**src/rtl/qdec_cabac_package.sv**
```systemverilog
// rtl/qdec_cabac_package.sv - shared CABAC decoder types and constants
package qdec_cabac_package;

    localparam int BSF_WORD_BYTES = 4;
    localparam int BSF_LEN_W      = 17;

    typedef enum logic [1:0] {
        BSF_IDLE  = 2'd0,
        BSF_FETCH = 2'd1,
        BSF_DRAIN = 2'd2,
        BSF_FLUSH = 2'd3
    } t_bsf_state_e;

endpackage

```
**src/rtl/basic_fifo.sv**
```systemverilog
// rtl/basic_fifo.sv - single-clock show-ahead FIFO with occupancy count
module basic_fifo #(
    parameter int DATA_WIDTH = 32,
    parameter int DEPTH      = 4,
    parameter int CNT_W      = $clog2(DEPTH + 1)
) (
    input  logic                  clk,
    input  logic                  rst,
    input  logic                  wr_en,
    input  logic [DATA_WIDTH-1:0] wr_data,
    input  logic                  rd_en,
    output logic [DATA_WIDTH-1:0] rd_data,
    output logic                  empty,
    output logic [CNT_W-1:0]      count
);
    localparam int PTR_W = (DEPTH > 1) ? $clog2(DEPTH) : 1;

    logic [DATA_WIDTH-1:0] mem_q [DEPTH];
    logic [PTR_W-1:0]      wr_ptr_q, wr_ptr_d, rd_ptr_q, rd_ptr_d;
    logic [CNT_W-1:0]      count_q, count_d;
    logic                  wr_fire, rd_fire;

    function automatic logic [PTR_W-1:0] next_ptr(input logic [PTR_W-1:0] p);
        return (p == PTR_W'(DEPTH - 1)) ? '0 : p + PTR_W'(1);
    endfunction

    assign empty   = (count_q == '0);
    assign count   = count_q;
    assign rd_data = mem_q[rd_ptr_q];
    assign wr_fire = wr_en && (count_q != CNT_W'(DEPTH));
    assign rd_fire = rd_en && !empty;

    always_comb begin
        wr_ptr_d = wr_fire ? next_ptr(wr_ptr_q) : wr_ptr_q;
        rd_ptr_d = rd_fire ? next_ptr(rd_ptr_q) : rd_ptr_q;
        count_d  = count_q + CNT_W'(wr_fire) - CNT_W'(rd_fire);
    end

    always_ff @(posedge clk or posedge rst) begin
        if (rst) begin
            wr_ptr_q <= '0;
            rd_ptr_q <= '0;
            count_q  <= '0;
        end else begin
            wr_ptr_q <= wr_ptr_d;
            rd_ptr_q <= rd_ptr_d;
            count_q  <= count_d;
        end
    end

    always_ff @(posedge clk) begin
        if (wr_fire) begin
            mem_q[wr_ptr_q] <= wr_data;
        end
    end

endmodule

```
**src/rtl/qdec_bs_fetch_ctrl.sv**
```systemverilog
// rtl/qdec_bs_fetch_ctrl.sv - credit-based word fetch and byte unpack into the CABAC bitstream port
module qdec_bs_fetch_ctrl
    import qdec_cabac_package::*;
#(
    parameter int ADDR_W          = 32,
    parameter int MAX_OUTSTANDING = 4,
    parameter int BUF_DEPTH       = 4
) (
    input  logic                 clk,
    input  logic                 rst,
    input  logic                 start,
    input  logic [ADDR_W-1:0]    base_addr,
    input  logic [BSF_LEN_W-1:0] byte_len,
    input  logic                 abort,
    output logic                 busy,
    output logic                 done,
    output logic                 error,
    output logic [BSF_LEN_W-1:0] bytes_sent,
    output logic [ADDR_W-1:0]    mem_req_addr,
    output logic                 mem_req_vld,
    input  logic                 mem_req_rdy,
    input  logic [31:0]          mem_rsp_data,
    input  logic                 mem_rsp_vld,
    output logic [7:0]           bs_dout,
    output logic                 bs_dout_vld,
    input  logic                 bs_dout_rdy
);
    localparam int IDX_W   = $clog2(BSF_WORD_BYTES);
    localparam int WORDS_W = BSF_LEN_W - IDX_W;
    localparam int OUT_W   = $clog2(MAX_OUTSTANDING + 1);
    localparam int CNT_W   = $clog2(BUF_DEPTH + 1);

    t_bsf_state_e         state_q, state_d;
    logic [ADDR_W-1:0]    base_q, base_d;
    logic [BSF_LEN_W-1:0] len_q, len_d, bytes_sent_q, bytes_sent_d;
    logic [WORDS_W-1:0]   words_req_q, words_req_d, total_words;
    logic [OUT_W-1:0]     outstanding_q, outstanding_d;
    logic [IDX_W-1:0]     byte_idx_q, byte_idx_d;
    logic                 done_q, done_d, error_q, error_d;
    logic                 pend_q, pend_d, armed_q, armed_d;

    logic                 active, issue_ok, req_fire, rsp_ok, fifo_wr, fifo_rd, fifo_empty;
    logic                 accept, last_byte, word_done, flush_pop, fifo_clear_next;
    logic [31:0]          head_word;
    logic [CNT_W-1:0]     buf_count;

    assign active      = (state_q == BSF_FETCH) || (state_q == BSF_DRAIN);
    assign total_words = WORDS_W'((len_q + BSF_LEN_W'(BSF_WORD_BYTES - 1)) >> IDX_W);

    // Credits count both in-flight words and buffered words, so every response has a slot.
    assign issue_ok = (words_req_q < total_words)
                   && ((32'(outstanding_q) + 32'(buf_count)) < 32'(BUF_DEPTH))
                   && (32'(outstanding_q) < 32'(MAX_OUTSTANDING));

    assign mem_req_vld  = ((state_q == BSF_FETCH) && issue_ok) || ((state_q == BSF_FLUSH) && pend_q);
    assign mem_req_addr = mem_req_vld ? base_q + ADDR_W'({words_req_q, {IDX_W{1'b0}}}) : '0;
    assign req_fire     = mem_req_vld && mem_req_rdy;

    assign rsp_ok  = mem_rsp_vld && (outstanding_q != '0);
    assign fifo_wr = rsp_ok && active && !abort;

    assign bs_dout_vld = active && !fifo_empty;
    assign bs_dout     = bs_dout_vld ? head_word[{byte_idx_q, 3'b000} +: 8] : 8'h00;
    assign accept      = bs_dout_vld && bs_dout_rdy;
    assign last_byte   = accept && ((bytes_sent_q + BSF_LEN_W'(1)) == len_q);
    assign word_done   = accept && ((byte_idx_q == IDX_W'(BSF_WORD_BYTES - 1)) || last_byte);

    // Abort clears the buffer by popping one entry per cycle until it is empty.
    assign flush_pop       = (state_q == BSF_FLUSH) && !fifo_empty;
    assign fifo_rd         = word_done || flush_pop;
    assign fifo_clear_next = (buf_count == '0) || ((buf_count == CNT_W'(1)) && fifo_rd);

    assign busy       = (state_q != BSF_IDLE);
    assign done       = done_q;
    assign error      = error_q;
    assign bytes_sent = bytes_sent_q;

    basic_fifo #(
        .DATA_WIDTH (32),
        .DEPTH      (BUF_DEPTH),
        .CNT_W      (CNT_W)
    ) u_word_buf (
        .clk     (clk),
        .rst     (rst),
        .wr_en   (fifo_wr),
        .wr_data (mem_rsp_data),
        .rd_en   (fifo_rd),
        .rd_data (head_word),
        .empty   (fifo_empty),
        .count   (buf_count)
    );

    always_comb begin
        state_d       = state_q;
        base_d        = base_q;
        len_d         = len_q;
        bytes_sent_d  = bytes_sent_q;
        words_req_d   = words_req_q;
        byte_idx_d    = byte_idx_q;
        pend_d        = pend_q;
        armed_d       = armed_q;
        done_d        = 1'b0;
        // Stray responses left over from before a reset are not reported until a start is seen.
        error_d       = mem_rsp_vld && (outstanding_q == '0) && armed_q;
        outstanding_d = outstanding_q + OUT_W'(req_fire) - OUT_W'(rsp_ok);
        if (req_fire) begin
            words_req_d = words_req_q + WORDS_W'(1);
        end
        if (accept) begin
            bytes_sent_d = bytes_sent_q + BSF_LEN_W'(1);
            byte_idx_d   = word_done ? '0 : byte_idx_q + IDX_W'(1);
        end
        unique case (state_q)
            BSF_IDLE: begin
                if (start) begin
                    armed_d = 1'b1;
                    if (base_addr[IDX_W-1:0] != '0) begin
                        error_d = 1'b1;
                    end else if (byte_len == '0) begin
                        done_d       = 1'b1;
                        bytes_sent_d = '0;
                    end else begin
                        base_d       = base_addr;
                        len_d        = byte_len;
                        bytes_sent_d = '0;
                        words_req_d  = '0;
                        byte_idx_d   = '0;
                        state_d      = BSF_FETCH;
                    end
                end
            end
            BSF_FETCH, BSF_DRAIN: begin
                if (abort) begin
                    state_d    = BSF_FLUSH;
                    pend_d     = mem_req_vld && !mem_req_rdy;
                    byte_idx_d = '0;
                end else if (last_byte) begin
                    done_d  = 1'b1;
                    state_d = BSF_IDLE;
                end else if ((state_q == BSF_FETCH) && req_fire && (words_req_d == total_words)) begin
                    state_d = BSF_DRAIN;
                end
            end
            BSF_FLUSH: begin
                if (req_fire) begin
                    pend_d = 1'b0;
                end
                if ((outstanding_d == '0) && !(pend_q && !req_fire) && fifo_clear_next) begin
                    state_d = BSF_IDLE;
                end
            end
            default: state_d = BSF_IDLE;
        endcase
    end

    always_ff @(posedge clk or posedge rst) begin
        if (rst) begin
            state_q       <= BSF_IDLE;
            base_q        <= '0;
            len_q         <= '0;
            bytes_sent_q  <= '0;
            words_req_q   <= '0;
            outstanding_q <= '0;
            byte_idx_q    <= '0;
            done_q        <= 1'b0;
            error_q       <= 1'b0;
            pend_q        <= 1'b0;
            armed_q       <= 1'b0;
        end else begin
            state_q       <= state_d;
            base_q        <= base_d;
            len_q         <= len_d;
            bytes_sent_q  <= bytes_sent_d;
            words_req_q   <= words_req_d;
            outstanding_q <= outstanding_d;
            byte_idx_q    <= byte_idx_d;
            done_q        <= done_d;
            error_q       <= error_d;
            pend_q        <= pend_d;
            armed_q       <= armed_d;
        end
    end

endmodule

```
**config.mk**
```make
export PLATFORM = sky130hd
export DESIGN_NAME = qdec_bs_fetch_ctrl
export DESIGN_NICKNAME = d
export VERILOG_FILES = /design/src/rtl/qdec_cabac_package.sv /design/src/rtl/basic_fifo.sv /design/src/rtl/qdec_bs_fetch_ctrl.sv
export SDC_FILE = /design/constraint.sdc
export NUM_CORES = 1
export LEC_CHECK = 0
export CAP_MARGIN = 20
export CORE_ASPECT_RATIO = 0.7
export CORE_MARGIN = 5
export CORE_UTILIZATION = 35
export CTS_CLUSTER_SIZE = 10
export DETAILED_ROUTE_END_ITERATION = 7
export SYNTH_ARGS = -nofsm -noshare
export SYNTH_HDL_FRONTEND = slang
export SYNTH_SLANG_ARGS = --single-unit
```
**constraint.sdc**
```tcl
create_clock -name clk -period 5.56 [get_ports clk]
set_clock_uncertainty 0.15 [all_clocks]
set_input_delay 1.668 -clock clk [delete_from_list [all_inputs] [get_ports clk]]
set_output_delay 1.668 -clock clk [all_outputs]
set_load 0.01 [all_outputs]
```
==> results of run 1 <==
==> per-layer routing <==
metal,share of wire (%),vias to the layer above
li1,-,4282
met1,50,4323
met2,41,282
met3,6.9,39
met4,1.9,2
met5,0.055,-
==> cell type report <==
cell class,instances,share of cell area [%]
clock inverters,3,0.354
clock buffers,45,4.84
repair buffers,216,12.8
inverters,28,0.723
well taps,472,3.79
flip-flops and latches,227,40.6
multi-input cells,775,36.8
==> sequential cells by signal, summed over array words and instances (netlist names), 3 cells and up <==
name,flops
bytes_sent,17
outstanding_q,3
len_q,17
u_word_buf.count,3
u_word_buf.mem_q,128
words_req_q,15
base_q,32
==> synth_stat cells (5+ instances only) <==
cell type,count
nand2b_1,8
or2_2,6
nand3_1,35
nor4_1,9
ha_1,45
nand4_1,22
a21oi_1,22
xnor2_1,51
or3_1,11
nand2_1,189
nor2b_1,5
clkbuf_1,35
a31oi_1,5
a21o_1,6
and2_1,31
nor3_1,17
o21ai_0,38
and4_1,5
and3_1,20
xor2_1,44
buf_1,7
dfrtp_1,99
nor2_1,83
mux4_2,40
inv_1,27
edfxtp_1,128
==> final timing paths <==
kind	start	endpoint	slack (ns)	cells after the start
max	len_q[0]	mem_req_addr[27]	0.13	14
min	base_q[15]	base_q[15]	0.34	2
max reg2reg	len_q[0]	state_q[0]	0.66	18
min reg2reg	base_q[15]	base_q[15]	0.34	2
max in group asynchronous	rst	byte_idx_q[0]	2.93	3
min in group asynchronous	rst	words_req_q[10]	1.52	2
==> cells in the final DEF (no fill, tap or decap), types with 22 or more instances in the layout <==
cell,synthesis,layout
nand3_1,35,35
xnor2_1,51,49
buf_4,0,63
dfrtp_1,99,97
edfxtp_1,128,128
nand4_1,22,22
nor2_1,83,80
clkdlybuf4s50_1,0,117
o21ai_0,38,36
inv_1,27,25
xor2_1,44,39
ha_1,45,44
clkbuf_16,0,28
and2_1,31,30
nand2_1,189,188
mux4_2,40,40
==> worst reg2reg max path, delay by kind of cell, from the launching register on <==
family	cells	cell delay, ns
AND/OR/NAND/NOR	5	1.81
XOR/XNOR	2	0.54
flip-flops	1	0.34
AO/OA/AOI/OAI	6	1.07
adder cells (fa/ha/maj)	1	0.22
buffers and inverters	4	0.66
==> cells by family (layout without fill, tap and decap cells) <==
group,after synthesis,in the layout
compound gates,123,123
xor+xnor,101,101
fa+ha+maj,48,48
buf+inv,73,292
flops,227,227
mux,48,48
simple gates,455,455
==> timing repair <==
action	in CTS	in global routing
setup endpoints to repair	33	14
cloned	0	1
resized for setup	55	27
buffers inserted	8	8
pin swaps	9	13
==> where the power goes <==
| part | switching, mW | internal [mW] | leakage [nW] |
|---|---|---|---|
| registers | 0.323 | 2.11 | 2.43 |
| logic | 1.49 | 1.45 | 3.53 |
| clock network | 0.664 | 0.966 | 0.388 |
| total | 2.47 | 4.53 | 6.35 |
==> impl_metrics.env, run 1 <==
export IMPL_final_cells=1766
export IMPL_synth_edf_count=128
export IMPL_insertion_delay_ns=0.54
export IMPL_synthAdderAreaFrac_pct=5.12
export IMPL_synth_ff_type="edfxtp_1"
export IMPL_seq_area_frac_synth_pct=51.9
export IMPL_place_ws_ns=0.176
export IMPL_multi_input_area_sq_um=5730
export IMPL_synth_simple_area_share_pct=17.6
export IMPL_ys_seq_elements=227
export IMPL_synth_warnings=0
export IMPL_critical_path_required_ns=3.74
export IMPL_firstDrtPassIters=5
export IMPL_wirelength_mm=32.4
export IMPL_cp_end_kind="output port"
export IMPL_cts_buffers=27
export IMPL_layout_nets=1411
export IMPL_power_density_nw_per_um2=450
export IMPL_avgSynthCellArea_sq_um=11.3
export IMPL_place_congestion=0.888
export IMPL_yosysTopAreaCell="edfxtp_1"
export IMPL_cts_sinks=227
export IMPL_max_stage_delay_ns=0.39
export IMPL_dp_cells=1701
export IMPL_max_cap_violations=0
export IMPL_finalInstanceArea_sq_um=15600
export IMPL_cts_hold_buf=0
export IMPL_grt_overflow=0
export IMPL_syn_cell_area_sq_um=12200
export IMPL_outcome="completed"
export IMPL_antenna_cells=0
export IMPL_grt_util_all_layers_pct=16.4
export IMPL_die_w_microns=233
export IMPL_vias_per_cell=5.06
export IMPL_crit_arrival_ns=3.61
export IMPL_clockBufferDepth=3
export IMPL_synth_top_cell_area_share_pct=31.6
export IMPL_finalSetupViolCount=0
export IMPL_vias=8928
export IMPL_cellLeakagePower_nw=6.35
export IMPL_grt_max_degree=68
export IMPL_path_class="reg2out"
export IMPL_tns_ns=0
export IMPL_antenna_left=0
export IMPL_startpoint_type="register"
export IMPL_antenna_found_initial=1
export IMPL_initialDrtViolationCount=714
export IMPL_rsz0062_at_grt="true"
export IMPL_regArea_sq_um=6320
export IMPL_clk_pin_slew_ns=0.06
export IMPL_cp_max_fo=12
export IMPL_max_slew_worst_pin_slew_ns=0.860
export IMPL_synth_cell_type_count=72
export IMPL_synth_top_family_by_area="simple AND/OR/NAND/NOR gates"
export IMPL_dieArea_sq_um=38700
export IMPL_placementRows=57
export IMPL_grtUsageMet1_pct=25.9
export IMPL_grt_pass1_vias=8866
export IMPL_crit_family="simple AND/OR/NAND/NOR gates"
export IMPL_muxShareOfSynthArea_pct=8.10
export IMPL_port_buffers=149
export IMPL_pin_count=150
export IMPL_post_dp_hpwl_mm=23.5
export IMPL_wire_per_inst_microns=18.4
export IMPL_period_needed_ns=5.43
export IMPL_drive_gt1_share_pct=15.1
export IMPL_fin_util_pct=45.1
export IMPL_fillers=3237
export IMPL_place_area_sq_um=14500
export IMPL_finalHoldViolCount=0
export IMPL_peakVddDrop_mv=0.246
export IMPL_final_period_utilization_pct=97.6
export IMPL_fmax_ghz=0.184
export IMPL_synth_net_count=1211
export IMPL_busiest_layer="met1"
export IMPL_crit_slowest_cell="or3_4"
export IMPL_yosys_area_share_xor_xnor_pct=7.97
export IMPL_grt_pass1_wl_mm=51.0
export IMPL_worst_path_buf_inv=4
export IMPL_root_buffer="clkbuf_16"
export IMPL_cts_tree="yes"
export IMPL_fin_ws_ns=0.135
export IMPL_remaining_drc_errors=0
export IMPL_power_total_mw=7.00
export IMPL_hold_class="reg2reg"
export IMPL_met3_usage_pct=3.28
export IMPL_die_h_microns=166
export IMPL_worstPathCellList="o211ai_1, buf_4, or3_4, xor2_1, ha_1, a211oi_2, o211a_1, and3_4, o31ai_4, buf_12, clkbuf_16, or3_1, nand2_1, clkbuf_2"
export IMPL_cts_max_level=1
export IMPL_grt_use_met2_pct=23.3
export IMPL_core_area_sq_um=34500
export IMPL_drv_slew=0
export IMPL_whs_ns=0.336
export IMPL_synth_cells=1075
export IMPL_start_util_pct=35.3
export IMPL_yosys_top_cells_area="edfxtp_1, dfrtp_1, mux4_2, nand2_1, ha_1"
export IMPL_syn_to_final_growth_pct=27.9
export IMPL_relSlewSlack_pct=42.7
export IMPL_synth_compound_area_share_pct=6.90
export IMPL_async_reset_ff_share_pct=43.6
Power figures use the tool's default switching activity.
==> inputs of run 2 (changes only) <==
Settings changed: CORE_MARGIN 5 to 2.
==> impl_metrics.env, run 2 (same netlist as run 1, synthesis figures left out) <==
export IMPL_relSlewSlack_pct=40.9
export IMPL_initialDrtViolationCount=679
export IMPL_cts_max_level=1
export IMPL_insertion_delay_ns=0.55
export IMPL_max_cap_violations=0
export IMPL_min_delay_start="armed_q"
export IMPL_whs_endpoint="armed_q"
export IMPL_grt_pass1_wl_mm=50.8
export IMPL_worst_path_buf_inv=4
export IMPL_holdPathStages=1
export IMPL_power_density_nw_per_um2=453
export IMPL_cts_buffers=27
export IMPL_worstPathCellList="nand4_1, buf_4, nor2_2, nand3_1, xor2_2, ha_4, a211oi_2, o211a_1, and3_4, o31ai_4, buf_6, clkbuf_16, or3_1, nand2_1, buf_2"
export IMPL_place_area_sq_um=14500
export IMPL_finalInstanceArea_sq_um=15700
export IMPL_peakVddDrop_mv=0.208
export IMPL_cellLeakagePower_nw=6.37
export IMPL_grt_util_all_layers_pct=18.0
export IMPL_pin_count=150
export IMPL_rsz0062_at_grt="true"
export IMPL_crit_arrival_ns=3.72
export IMPL_path_class="reg2out"
export IMPL_reg2reg_from="len_q[1]"
export IMPL_tns_ns=0
export IMPL_grt_pass1_vias=8846
export IMPL_layout_nets=1418
export IMPL_rr_endpoint="state_q[0]"
export IMPL_firstDrtPassIters=5
export IMPL_port_buffers=149
export IMPL_hold_class="reg2reg"
export IMPL_largest_reg_flops=128
export IMPL_whs_ns=0.314
export IMPL_max_slew_worst_pin_slew_ns=0.887
export IMPL_reg2reg_slack_ns=0.51
export IMPL_finalSetupViolCount=0
export IMPL_grt_overflow=0
export IMPL_fmax_ghz=0.181
export IMPL_die_w_microns=227
export IMPL_vias=9103
export IMPL_cp_max_fo=5
export IMPL_top_regs="u_word_buf.mem_q: 128 flops, base_q: 32 flops"
export IMPL_crit_family="simple AND/OR/NAND/NOR gates"
export IMPL_crit_slowest_cell="dfrtp_1"
export IMPL_final_period_utilization_pct=99.5
export IMPL_period_needed_ns=5.53
export IMPL_clockBufferDepth=3
export IMPL_antenna_cells=0
export IMPL_drive_gt1_share_pct=19.0
export IMPL_power_total_mw=7.12
export IMPL_drv_slew=0
export IMPL_antenna_found_initial=0
export IMPL_max_stage_delay_ns=0.34
export IMPL_r2r_cells=19
export IMPL_antenna_left=0
export IMPL_core_area_sq_um=34400
export IMPL_clk_pin_slew_ns=0.05
export IMPL_outcome="completed"
export IMPL_dieArea_sq_um=36300
export IMPL_finalHoldViolCount=0
export IMPL_fillers=3200
export IMPL_wirelength_mm=33.0
export IMPL_place_congestion=0.876
export IMPL_vias_per_cell=5.13
export IMPL_grt_max_degree=68
export IMPL_remaining_drc_errors=0
export IMPL_start_util_pct=35.3
export IMPL_regMostFlops="u_word_buf.mem_q"
export IMPL_final_common_cell="nand2_1"
export IMPL_critical_path_required_ns=3.74
export IMPL_cts_tree="yes"
export IMPL_wire_per_inst_microns=18.6
export IMPL_cts_sinks=227
export IMPL_syn_to_final_growth_pct=29.2
export IMPL_placementRows=57
export IMPL_root_buffer="clkbuf_16"
export IMPL_cp_end_kind="output port"
export IMPL_post_dp_hpwl_mm=23.4
export IMPL_final_cell_mix="nand2_1, edfxtp_1, clkdlybuf4s50_1"
export IMPL_startpoint_type="register"
export IMPL_die_h_microns=160
[run 2: worst max-delay path by stage]
stage	start	end	slack, ns	cells after the start
after global routing	len_q[1]	mem_req_addr[11]	-0.11	16
final	len_q[6]	mem_req_addr[27]	0.03	15
after detailed placement	len_q[7]	mem_req_addr[27]	0.13	14
after global placement	bs_dout_rdy	u_word_buf.count[2]	0.22	16
after floorplan	len_q[4]	mem_req_addr[26]	0.42	16
after CTS	len_q[1]	mem_req_addr[28]	0.005	14
[run 2: through the flow]
stage,worst slack [ns],util (%),cells
floorplan,0.416,-,1075
global placement,0.216,42.2,1705
detailed placement,0.132,42.2,1705
CTS,0.00515,44.8,1761
global route,-0.109,45.7,1773
finish,0.0264,45.7,1773
[run 2: area by class of cell]
class                      instances  area [sq um]  share of cell area [%]
timing repair buffer             222          2030                    12.9
timing repair inverter             1          6.26                  0.0398
inverter                          28           113                   0.716
clock inverter                     2          25.0                   0.159
clock buffer                      46           777                    4.94
multi-input combinational        775          5860                    37.2
tap                              472           591                    3.76
sequential                       227          6320                    40.2
[run 2: metal layers]
layer / GRT usage [%] / wire length, microns
met1: 28.0 / 16200
met2: 26.5 / 14200
met3: 2.89 / 2130
met4: 3.29 / 474
met5: 0 / 0
[run 2: power breakdown]
| group | internal, mW | switching, mW |
|---|---|---|
| clock network | 0.944 | 0.675 |
| registers | 2.11 | 0.325 |
| logic | 1.52 | 1.54 |
| total | 4.57 | 2.54 |
[run 2: repair_timing]
item / in CTS / in global routing
setup buffers: 8 / 9
gates resized for setup: 53 / 131
gates cloned: 0 / 3
setup endpoints to repair: 33 / 33
pin swaps: 10 / 32
hold buffers: 0 / 0
